**config.mk**
```make
export PLATFORM = sky130hd
export DESIGN_NAME = mem_arbiter
export DESIGN_NICKNAME = d
export VERILOG_FILES = /design/src/rtl/rv32i_types.sv /design/src/rtl/arb_cmd_reg.sv /design/src/rtl/mem_arbiter.sv
export SDC_FILE = /design/constraint.sdc
export NUM_CORES = 1
export LEC_CHECK = 0
export BUFFER_PORTS_ARGS = -buffer_cell sky130_fd_sc_hd__clkbuf_2
export CELL_PAD_IN_SITES_DETAIL_PLACEMENT = 1
export CELL_PAD_IN_SITES_GLOBAL_PLACEMENT = 1
export CORE_ASPECT_RATIO = 0.9
export CORE_MARGIN = 2
export CORE_UTILIZATION = 25
export CTS_CLUSTER_SIZE = 14
export DETAILED_ROUTE_END_ITERATION = 16
export PLACE_DENSITY = 0.74
export SLEW_MARGIN = 10
export SYNTH_ARGS = -nofsm -noshare
export SYNTH_HDL_FRONTEND = slang
export SYNTH_SLANG_ARGS = --single-unit
```
**constraint.sdc**
```tcl
create_clock -name clk -period 6.15 [get_ports clk]
set_input_delay 1.23 -clock clk [delete_from_list [all_inputs] [get_ports clk]]
set_output_delay 1.23 -clock clk [all_outputs]
set_load 0.1 [all_outputs]
```
**src/rtl/rv32i_types.sv**
```systemverilog
// Shared types for the memory arbiter: FSM state encoding and the latched
// downstream command.
package rv32i_types;

  typedef enum logic [1:0] {
    IDLE    = 2'd0,
    SERVE_I = 2'd1,
    SERVE_D = 2'd2
  } arb_state_t;

  typedef struct packed {
    logic        rd;
    logic        wr;
    logic [3:0]  be;
    logic [31:0] addr;
    logic [31:0] wdata;
  } arb_cmd_t;

  localparam int         CMD_W    = $bits(arb_cmd_t);
  localparam logic [3:0] BE_ALL   = 4'hF;
  localparam arb_cmd_t   CMD_NONE = '0;

endpackage

```
**src/rtl/arb_cmd_reg.sv**
```systemverilog
// Load-enabled command latch. Its contents drive the downstream port directly,
// so an all-zero command means "no strobe".
module arb_cmd_reg
  import rv32i_types::*;
(
  input  logic             clk,
  input  logic             rst,
  input  logic             load,
  input  logic [CMD_W-1:0] cmd_in,
  output logic [CMD_W-1:0] cmd_q
);

  logic [CMD_W-1:0] cmd_d;

  always_comb cmd_d = load ? cmd_in : cmd_q;

  // NOTE: sequential state uses non-blocking assignments so every flop samples
  // the pre-edge value of its inputs, independent of block ordering.
  always_ff @(posedge clk or posedge rst) begin
    if (rst) cmd_q <= '0;
    else     cmd_q <= cmd_d;
  end

endmodule

```
**src/rtl/mem_arbiter.sv**
```systemverilog
// Two-requester arbiter for the single memory port: instruction fetch (read
// only) and data (read/write), with a bounded starvation guard.
module mem_arbiter
  import rv32i_types::*;
#(
  parameter int DATA_PRIORITY = 1,
  parameter int MAX_CONSEC    = 4
) (
  input  logic        clk,
  input  logic        rst,
  input  logic        i_read,
  input  logic [31:0] i_address,
  output logic        i_resp,
  output logic [31:0] i_rdata,
  input  logic        d_read,
  input  logic        d_write,
  input  logic [3:0]  d_byte_enable,
  input  logic [31:0] d_address,
  input  logic [31:0] d_wdata,
  output logic        d_resp,
  output logic [31:0] d_rdata,
  output logic        mem_read,
  output logic        mem_write,
  output logic [3:0]  mem_byte_enable,
  output logic [31:0] mem_address,
  output logic [31:0] mem_wdata,
  input  logic        mem_resp,
  input  logic [31:0] mem_rdata
);

  localparam logic [3:0] MAX_C = 4'(MAX_CONSEC);
  localparam logic       PRI_D = (DATA_PRIORITY != 0);

  arb_state_t       state_q, state_d;
  logic [3:0]       consec_q, consec_d;
  arb_cmd_t         cmd_i, cmd_dside, cmd_next, cmd_q;
  logic [CMD_W-1:0] cmd_raw_q;
  logic             cmd_load;
  logic             i_req, d_req, starve, grant_i, grant_d;

  always_comb begin
    i_req   = i_read;
    d_req   = d_read | d_write;
    starve  = (consec_q == MAX_C);
    // The non-priority side wins a tie only once the guard has saturated.
    grant_d = d_req && (!i_req || (PRI_D ? !starve : starve));
    grant_i = i_req && !grant_d;
  end

  // A simultaneous d_read/d_write is treated as a write.
  always_comb begin
    cmd_i     = '{rd: 1'b1, wr: 1'b0, be: BE_ALL, addr: i_address, wdata: '0};
    cmd_dside = '{rd: ~d_write, wr: d_write, be: (d_write ? d_byte_enable : BE_ALL),
                  addr: d_address, wdata: d_wdata};
  end

  // NOTE: every signal written here gets a default first, so no path through
  // the case leaves one unassigned and no latch is inferred.
  always_comb begin
    state_d  = state_q;
    consec_d = consec_q;
    cmd_load = 1'b0;
    cmd_next = CMD_NONE;
    unique case (state_q)
      IDLE: begin
        if (grant_i || grant_d) begin
          cmd_load = 1'b1;
          cmd_next = grant_d ? cmd_dside : cmd_i;
          state_d  = grant_d ? SERVE_D : SERVE_I;
          if (grant_d != PRI_D)                     consec_d = '0;
          else if (i_req && d_req && consec_q != MAX_C) consec_d = consec_q + 4'd1;
        end
      end
      SERVE_I, SERVE_D: begin
        // Loading the empty command drops the strobes in the following cycle.
        if (mem_resp) begin
          state_d  = IDLE;
          cmd_load = 1'b1;
        end
      end
      default: state_d = IDLE;
    endcase
  end

  always_ff @(posedge clk or posedge rst) begin
    if (rst) begin
      state_q  <= IDLE;
      consec_q <= '0;
    end else begin
      state_q  <= state_d;
      consec_q <= consec_d;
    end
  end

  arb_cmd_reg u_cmd_reg (
    .clk    (clk),
    .rst    (rst),
    .load   (cmd_load),
    .cmd_in (cmd_next),
    .cmd_q  (cmd_raw_q)
  );

  assign cmd_q           = arb_cmd_t'(cmd_raw_q);
  assign mem_read        = cmd_q.rd;
  assign mem_write       = cmd_q.wr;
  assign mem_byte_enable = cmd_q.be;
  assign mem_address     = cmd_q.addr;
  assign mem_wdata       = cmd_q.wdata;

  assign i_resp  = (state_q == SERVE_I) && mem_resp;
  assign d_resp  = (state_q == SERVE_D) && mem_resp;
  assign i_rdata = mem_rdata;
  assign d_rdata = mem_rdata;

endmodule

```
After elaboration in Yosys (flattened, before gate mapping)
Cells that the tools add are included.
W data, S select, Z words.
- $add $sub $neg: 1
- equal/unequal tests: 7
- multiplexer cells: 13
- bitwise gates (word level): 2
- reductions and logical operators: 15
- operators by type and width (operator ; count):
    $mux W70 ; 3
    $mux W4 ; 3
    $logic_and A1 B1 Y1 ; 6
    $mux W2 ; 3
    $add A4 B1 Y4 const B ; 1
    $eq A4 B3 Y1 const B ; 1
    $ne A2 B2 Y1 const B ; 2
    $ne A4 B3 Y1 const B ; 1
    $pmux W2 S2 ; 1
    $logic_not A1 Y1 ; 3
    $reduce_and A3 Y1 ; 1
    $eq A2 B1 Y1 const B ; 1
    $eq A2 B2 Y1 const B ; 1
    $logic_not A2 Y1 ; 1
    $logic_or A1 B1 Y1 ; 2
    $mux W1 ; 2
    $ne A2 B1 Y1 const B ; 1
    $pmux W1 S2 ; 1
    $reduce_and A2 Y1 ; 1
    $reduce_or A2 Y1 ; 1
    $not A1 Y1 ; 1
    $or A1 B1 Y1 ; 1
- register bits after elaboration: 76
- output and inout port bits: 136
- logic and storage cells: 41

Longest topological paths before layout
Gate-level depths: netlist of run 1.
- word-level depth: 9
- gate-level depth with buffers: 8

By module
A second synthesis of run 1 with hierarchy kept.
- cell total of the unflattened synthesis: 418
- area total of the unflattened synthesis: 4787.1 um^2
- by module, submodules not included (module ; times used ; cells each ; area each (um^2) ; seq. area each (um^2)):
    arb_cmd_reg ; 1 ; 149 ; 2957.8 ; 1751.7
    mem_arbiter ; 1 ; 269 ; 1829.3 ; 150.1

Worst setup path after synthesis of run 1
No wires, ideal clock.
- path kind: input-to-output
- from: input mem_resp
- to: output d_resp
- arrival: 1967 ps
- required time: 4920 ps
- slack: 2953 ps
- stages on the path: 1
- buffers on the path: 0
- cells stage by stage: and2_1
- word-level cells in the longest chain between the ends: 1
- ends and longest elaborated chain (what ; line ; source):
    start, declared ; mem_arbiter.sv:27 ; input logic mem_resp,
    $logic_and A1 B1 Y1 ; mem_arbiter.sv:111 ; assign d_resp = (state_q == SERVE_D) && mem_resp;
    end, declared ; mem_arbiter.sv:20 ; output logic d_resp,
No other way between the ends.

Worst setup path after layout of run 1
Same ends and word-level chain as after synthesis.

==> results of run 1 <==
sequential cells by signal, indices dropped and copies added (netlist names):
register and count:
u_cmd_reg.cmd_q 70, consec_q 4, state_q 2
cell usage after synthesis, types with 2 or more instances:
cell,n,area [sq um]
dfrtp_1,76,1900
buf_4,72,541
o211ai_1,64,480
nand2_1,43,161
nand3_1,35,175
nand4_1,33,206
o21ai_1,30,150
o311ai_1,30,263
clkbuf_1,27,101
buf_2,12,60.1
inv_1,7,26.3
buf_1,6,22.5
ha_1,6,75.1
o21ai_0,5,25.0
a2bb2oi_1,4,35.0
and2_1,2,12.5
mux2i_1,2,20.0
o21a_1,2,15.0
o311ai_0,2,17.5
final cells by class:
| type | instances | share of cell area [%] |
|---|---|---|
| Sequential cell | 76 | 35.9 |
| Multi-Input combinational cell | 276 | 34.1 |
| Timing Repair Buffer | 186 | 18.0 |
| Tap cell | 240 | 5.67 |
| Clock buffer | 10 | 4.33 |
| Clock inverter | 5 | 1.47 |
| Inverter | 7 | 0.520 |
cell families after synthesis:
group | count (synthesis)
and+or+nand+nor | 122
DFF | 76
AOI/OAI and AO/OA | 145
muxes | 3
adders and majority gates | 6
buffers and inverters | 124
stage by stage:
stage,cell area (sq um),util [%]
6_report,5290,30.1
5_1_grt,5290,30.1
4_1_cts,5290,30.1
3_5_place_dp,4990,28.4
3_3_place_gp,4990,28.4
2_1_floorplan,4450,-
routing by layer:
layer  wire length [microns]  GRT usage [%]
met5                       0              0
met4                     181           4.80
met3                     774           4.15
met2                    6720           25.1
met1                    6790           20.6
worst paths after layout:
| check | startpoint | to | slack [ns] | cells past startpoint |
|---|---|---|---|---|
| setup / recovery | mem_resp | d_resp | 2.94 | 3 |
| hold / removal | u_cmd_reg.cmd_q[68] | u_cmd_reg.cmd_q[68] | 0.50 | 1 |
| setup reg to reg | state_q[0] | u_cmd_reg.cmd_q[66] | 3.68 | 6 |
| hold reg to reg | u_cmd_reg.cmd_q[68] | u_cmd_reg.cmd_q[68] | 0.50 | 1 |
| max in group asynchronous | rst | u_cmd_reg.cmd_q[66] | 4.28 | 3 |
| min in group asynchronous | rst | u_cmd_reg.cmd_q[61] | 1.22 | 3 |
critical path: stages:
cell      delay [ns]
clkbuf_2        0.13
and2_1          0.14
clkbuf_2        0.47
==> run_results.csv, run 1 <==
group,metric,value,unit
global_route,antenna_found_initial,0,
clocking,cts.hold.buffers_added,0,
detailed_routing,wl_per_cell,18.1,microns
timing,hold_viol,0,
die,io_pins,274,
worst_setup_path,critPathMaxFanout,4,
final_layout,multi_input_area,1800,sq um
placed_design,dpl.hpwl,9120,microns
timing,finClkSkew,0.00559,ns
final_layout,stdcell_count,800,
timing,clock.fmax,311,MHz
logic_synthesis,synth_nets,620,
final_layout,fin_nets,700,
logic_synthesis,synthSimpleGateAreaFrac,14.5,%
global_route,grt_usage,15.6,%
logic_synthesis,synth_compound_area_share,23.5,%
worst_setup_path,cp.required,4.92,ns
clocking,clk-insertion-delay-late,0.34,ns
logic_synthesis,synth_fa_ha_area_share,1.69,%
logic_synthesis,synth_xor_area_share,0,%
detailed_routing,route.detailed.drc,0,
logic_synthesis,synth_edf_count,0,
detailed_routing,first_iter_violations,134,
die,die_w,145,microns
timing,fin_crit_sh,52.2,%
worst_setup_path,path_class,"in -> out",
global_route,grt_pass1_wl,22900,microns
final_layout,layout_common_cells,"clkbuf_2 (177), dfrtp_1 (76), o211ai_1 (64)",
worst_setup_path,cp_data_arrival_time,1.98,ns
logic_synthesis,synthFlopType,"dfrtp_1",
final_layout,seqCellArea,1900,sq um
clocking,cts_tree,"built",
detailed_routing,drtAntennaViolNets,0,
placed_design,gp_congestion,0.706,
logic_synthesis,ys_seq_area_share,42.7,%
clocking,clock-root-buffer,"clkbuf_16",
clocking,clockBufferDepth,2,
outcome,status,"completed",
final_layout,syn_to_final_growth,18.9,%
clocking,numCtsBuffers,9,
logic_synthesis,synth_cell_types,37,
detailed_routing,firstDrtPassIters,4,
die,initial_core_util,25.4,%
clocking,path_clk_slew,0.06,ns
detailed_routing,routed_wl,14500,microns
global_route,grt_max_degree,77,
logic_synthesis,synth-seq-cells,76,
logic_synthesis,netlist_instances,476,
logic_synthesis,synth_top_family_by_area,"compound AO/OA/AOI/OAI gates",
logic_synthesis,synthMuxAreaShare,0.703,%
placed_design,dp_slack,2.93,ns
clocking,htreeDepth,3,
timing,final_max_slew_viol_count,0,
global_route,gr-total-overflow,0,
die,rows,46,
detailed_routing,via_per_inst,4.97,
logic_synthesis,synth.avg_cell_area,9.35,sq um
placed_design,dp.cells,785,
final_layout,drive_gt1_share,37.5,%
final_layout,fillers,2082,
min_path,hold_path.class,"reg -> reg",
timing,maxSlewHeadroom,29.8,%
timing,timing.final.ws_setup,2.94,ns
timing,hold_ws,0.499,ns
die,coreArea,17600,sq um
logic_synthesis,synth_area,4450,sq um
worst_setup_path,worstSetupEndpointType,"primary output",
timing,finalCriticalPeriod,3.21,ns
timing,setup_viol_count_final,0,
clocking,cts_setup_buffers,0,
timing,grt_setup_unrepaired,"false",
worst_setup_path,start_kind,"input port",
timing,tns,0,ns
logic_synthesis,yosys_warnings,0,
clocking,clkSinkCount,76,
logic_synthesis,async_reset_ff_share,100,%
die,die_area,18900,sq um
global_route,first_global_vias,4201,
clocking,post_cts_resized,0,
detailed_routing,vias,3979,
job,maxCapViolations,0,
final_layout,final_common_cell,"clkbuf_2",
die,die_h,131,microns
timing,tightest_slew,1.05,ns
placed_design,io_buffers,177,
final_layout,n_antenna_cell,0,
Power of run 1 is not shown: default switching activity piles up to over one toggle a cycle in this logic, so the estimate is an artifact.
==> run 2, diff against run 1 <==
clock period = 3.1 ns   (was 6.15 ns; I/O delays follow)
==> run 2 against run 1 <==
Routed wire length is 1.5% lower. Core utilization increased by 0.35 points. Setup slack lost 2.0 ns. Global-route usage is 0.42 points lower. Count of clock-buffer cells in the layout grew 1. Highest routed layer unchanged.
==> run_results.csv, run 2 (synthesized netlist as in run 1, its figures left out) <==
group,metric,value,unit
final_layout,layout_common_cells,"clkbuf_2 (177), dfrtp_1 (76), o211ai_1 (64)",
worst_setup_path,path_class,"reg -> out",
global_route,gr-total-overflow,0,
worst_setup_path,cp_data_arrival_time,1.59,ns
die,rows,46,
worst_setup_path,timing.rr.start,"state_q[1]",
detailed_routing,wl_per_cell,17.7,microns
die,coreArea,17600,sq um
worst_setup_path,worstSetupEndpointType,"primary output",
detailed_routing,vias,4088,
timing,fin_crit_sh,71.2,%
timing,final_max_slew_viol_count,0,
global_route,grt_usage,15.2,%
timing,finalCriticalPeriod,2.21,ns
placed_design,dpl.hpwl,9600,microns
final_layout,fillers,2075,
die,io_pins,274,
detailed_routing,first_iter_violations,192,
timing,tns,0,ns
global_route,first_global_vias,4210,
min_path,hold_path.class,"in -> async",
die,initial_core_util,25.4,%
detailed_routing,routed_wl,14300,microns
clocking,path_clk_slew,0.06,ns
clocking,cts_tree,"built",
final_layout,largest_register,"u_cmd_reg.cmd_q",
worst_setup_path,reg2reg_depth,6,
timing,clock.fmax,453,MHz
worst_setup_path,critPathMaxFanout,4,
final_layout,top_regs,"u_cmd_reg.cmd_q: 70 flops, consec_q: 4 flops, state_q: 2 flops",
clocking,htreeDepth,3,
die,die_h,131,microns
detailed_routing,firstDrtPassIters,6,
clocking,clk-insertion-delay-late,0.34,ns
timing,tightest_slew,0.608,ns
placed_design,gp_congestion,0.733,
die,die_area,18900,sq um
final_layout,syn_to_final_growth,20.3,%
worst_setup_path,reg2reg_slack,1.20,ns
global_route,grt_max_degree,99,
worst_setup_path,start_kind,"register",
detailed_routing,route.detailed.drc,0,
timing,grt_setup_unrepaired,"false",
final_layout,n_antenna_cell,0,
final_layout,fin_nets,702,
final_layout,drive_gt1_share,38.0,%
timing,finClkSkew,0.00712,ns
detailed_routing,via_per_inst,5.09,
timing,setup_viol_count_final,0,
final_layout,final_common_cell,"clkbuf_2",
job,maxCapViolations,0,
clocking,cts.hold.buffers_added,0,
final_layout,largest_reg_flops,70,
global_route,antenna_found_initial,0,
die,die_w,145,microns
clocking,clockBufferDepth,2,
placed_design,io_buffers,177,
outcome,status,"completed",
clocking,post_cts_resized,0,
clocking,clock-root-buffer,"clkbuf_16",
worst_setup_path,crit_start,"state_q[0]",
clocking,cts_setup_buffers,0,
timing,hold_viol,0,
timing,maxSlewHeadroom,59.5,%
detailed_routing,drtAntennaViolNets,0,
clocking,clkSinkCount,76,
worst_setup_path,cp.required,2.48,ns
worst_setup_path,timing.rr.end,"u_cmd_reg.cmd_q[66]",
clocking,numCtsBuffers,9,
global_route,grt_pass1_wl,22700,microns
-- run 2: cell count changes in the layout (fill, tap and decap cells not counted), moves of 2 or more --
cell	before	now
buf_12	0	4
buf_4	9	7
clkbuf_8	0	2
clkinv_2	3	5
-- run 2: area by class of cell --
class	instances	area [sq um]	area share, %
Multi-Input combinational cell	276	1800	33.7
Tap cell	240	300	5.61
Clock inverter	5	50.0	0.935
Inverter	7	27.5	0.514
Timing Repair Buffer	188	1020	19.0
Clock buffer	11	253	4.72
Sequential cell	76	1900	35.5
-- run 2: how the worst max path moves through the flow --
| stage | endpoint | slack (ns) | cells past startpoint |
|---|---|---|---|
| floorplan | consec_q[0] | 0.54 | 1 |
| global placement | state_q[0] | 1.07 | 5 |
| detailed placement | state_q[0] | 1.04 | 5 |
| CTS | d_resp | 0.85 | 4 |
| global route | d_resp | 0.80 | 4 |
| finish | d_resp | 0.89 | 4 |
-- run 2: routing by layer --
metal / GRT usage (%) / up-vias / part of all wire [%]
li1: - / 1886 / -
met5: 0 / - / 0
met2: 25.2 / 135 / 47
met4: 5.48 / 0 / 1.5
met3: 2.62 / 20 / 5.6
met1: 20.0 / 2047 / 45
-- run 2: per-stage QoR --
step | instance area [sq um] | setup slack [ns] | std cells | hold slack (ns) | util [%]
finish | 5350 | 0.892 | 803 | 0.311 | 30.5
global route | 5350 | 0.804 | 803 | 0.354 | 30.5
CTS | 5350 | 0.851 | 803 | 0.318 | 30.5
detailed placement | 5050 | 1.04 | 787 | 0.498 | 28.8
global placement | 5050 | 1.07 | 787 | 0.497 | 28.8
floorplan | 4450 | 0.542 | 476 | 0.485 | -
-- run 2: worst max-delay path: stages, from the launching register on --
cell,delay (ns)
dfrtp_1,0.42
inv_1,0.10
ha_1,0.14
and2_1,0.11
clkbuf_2,0.47
Power of run 2 is left out for the same reason.
==> run 3, diff against run 2 <==
PLACE_DENSITY = 0.77   (was 0.74)
clock period = 1.9 ns   (was 3.1 ns; I/O delays follow)
==> run 3 against run 2 <==
Critical path depth grew 2. Count of clock-buffer cells in the layout shrank 1. Sequential share of layout area shrank 0.76 points. Non-clock buffer count grew 5. Global-route usage grew 0.14 points. Final cell count grew 0.50%. Via count shrank 0.93%. Worst hold slack lost 0.18 ns. Core utilization grew 0.67 points. Setup slack lost 0.73 ns. Clock skew shrank 0.00082 ns. Final area grew 2.2%.
==> run_results.csv, run 3 (synthesized netlist as in run 1, its figures left out) <==
group,metric,value,unit
final_layout,layout_common_cells,"clkbuf_2 (175), dfrtp_1 (76), o211ai_1 (64)",
final_layout,largest_register,"u_cmd_reg.cmd_q",
detailed_routing,firstDrtPassIters,6,
placed_design,placed_cell_area,5160,sq um
final_layout,finalInstanceArea,5470,sq um
detailed_routing,routed_wl,14500,microns
detailed_routing,route.detailed.drc,0,
job,maxCapViolations,0,
clocking,clk-insertion-delay-late,0.34,ns
detailed_routing,first_iter_violations,203,
clocking,cts_setup_buffers,0,
timing,setup_viol_count_final,0,
outcome,status,"completed",
worst_setup_path,cp.required,2.12,ns
clocking,numCtsBuffers,9,
die,die_area,18900,sq um
placed_design,gp_congestion,0.724,
die,die_w,145,microns
timing,final_max_slew_viol_count,0,
timing,maxSlewHeadroom,62.1,%
worst_setup_path,path_class,"reg -> reg",
timing,grt_setup_unrepaired,"false",
die,initial_core_util,25.4,%
worst_setup_path,worstSetupEndpointType,"register",
clocking,path_clk_slew,0.06,ns
global_route,grt_usage,15.3,%
final_layout,final_common_cell,"clkbuf_2",
global_route,antenna_found_initial,0,
die,rows,46,
final_layout,n_antenna_cell,0,
placed_design,io_buffers,177,
timing,finalCriticalPeriod,1.73,ns
detailed_routing,vias,4050,
timing,hold_viol,0,
global_route,first_global_vias,4259,
clocking,clock-root-buffer,"clkbuf_16",
die,coreArea,17600,sq um
min_path,hold_path.class,"in -> async",
global_route,grt_max_degree,77,
detailed_routing,via_per_inst,5.02,
final_layout,top_regs,"u_cmd_reg.cmd_q: 70 flops, consec_q: 4 flops, state_q: 2 flops",
detailed_routing,drtAntennaViolNets,0,
final_layout,fin_nets,707,
worst_setup_path,cp_data_arrival_time,1.95,ns
timing,tightest_slew,0.571,ns
clocking,clockBufferDepth,2,
global_route,grt_pass1_wl,22600,microns
final_layout,largest_reg_flops,70,
placed_design,dpl.hpwl,9770,microns
die,io_pins,274,
final_layout,drive_gt1_share,38.3,%
clocking,cts.hold.buffers_added,0,
timing,finClkSkew,0.00630,ns
final_layout,fillers,2065,
timing,tns,0,ns
timing,fin_crit_sh,91.3,%
clocking,htreeDepth,3,
global_route,gr-total-overflow,0,
clocking,cts_tree,"built",
detailed_routing,wl_per_cell,18.0,microns
die,die_h,131,microns
timing,clock.fmax,577,MHz
worst_setup_path,critPathMaxFanout,32,
clocking,clkSinkCount,76,
worst_setup_path,start_kind,"register",
final_layout,syn_to_final_growth,22.9,%
-- run 3: cell count changes in the layout (fill, tap and decap cells not counted), sizes merged --
cell	previous run	this run
buf	11	17
clkbuf	188	186
clkinv	5	4
clkinvlp	0	1
-- run 3: repair_timing --
item                       4_1_cts  5_1_grt
setup endpoints to repair        0        3
gates resized for setup          0        1
hold endpoints to repair         0        0
-- run 3: routing by layer --
| layer | vias to the layer above | global-route usage, % | wire (microns) |
|---|---|---|---|
| met5 | - | 0 | 0 |
| met4 | 0 | 4.23 | 193 |
| met3 | 17 | 3.94 | 820 |
| met2 | 131 | 26.7 | 7170 |
| met1 | 2010 | 18.9 | 6360 |
| li1 | 1892 | - | - |
-- run 3: critical path, cell delays in order, from the launching register on --
cell and delay (ns):
dfrtp_1 0.41, inv_1 0.10, ha_1 0.24, and2b_2 0.29
buf_12 0.22, nand2_1 0.08, o311ai_0 0.27
-- run 3: final cells by class --
cell class | instances | area [sq um] | area share, %
sequential | 76 | 1900 | 34.8
multi-input combinational | 276 | 1800 | 33.0
timing repair buffer | 193 | 1150 | 21.1
tap | 240 | 300 | 5.49
clock buffer | 10 | 229 | 4.18
clock inverter | 5 | 53.8 | 0.983
inverter | 7 | 30.0 | 0.549
-- run 3: final timing paths --
path	start	end	slack, ns	depth (start not counted)
max in group asynchronous	rst	u_cmd_reg.cmd_q[27]	1.38	3
worst min-delay path	rst	u_cmd_reg.cmd_q[55]	0.13	3
worst max register to register	state_q[0]	u_cmd_reg.cmd_q[63]	0.17	6
min in group clk	d_wdata[14]	u_cmd_reg.cmd_q[14]	0.27	3
worst max-delay path	state_q[0]	u_cmd_reg.cmd_q[63]	0.17	6
worst min register to register	u_cmd_reg.cmd_q[69]	u_cmd_reg.cmd_q[69]	0.51	1
-- run 3: metrics by stage --
step	setup slack (ns)	util, %	hold slack (ns)	instances
after floorplan	0.189	-	0.485	476
after global placement	0.239	29.4	0.487	791
after detailed placement	0.0733	29.4	0.487	791
after CTS	0.0652	31.0	0.156	806
after global routing	0.00382	31.2	0.176	807
final	0.166	31.2	0.133	807
Power of run 3 is left out for the same reason.
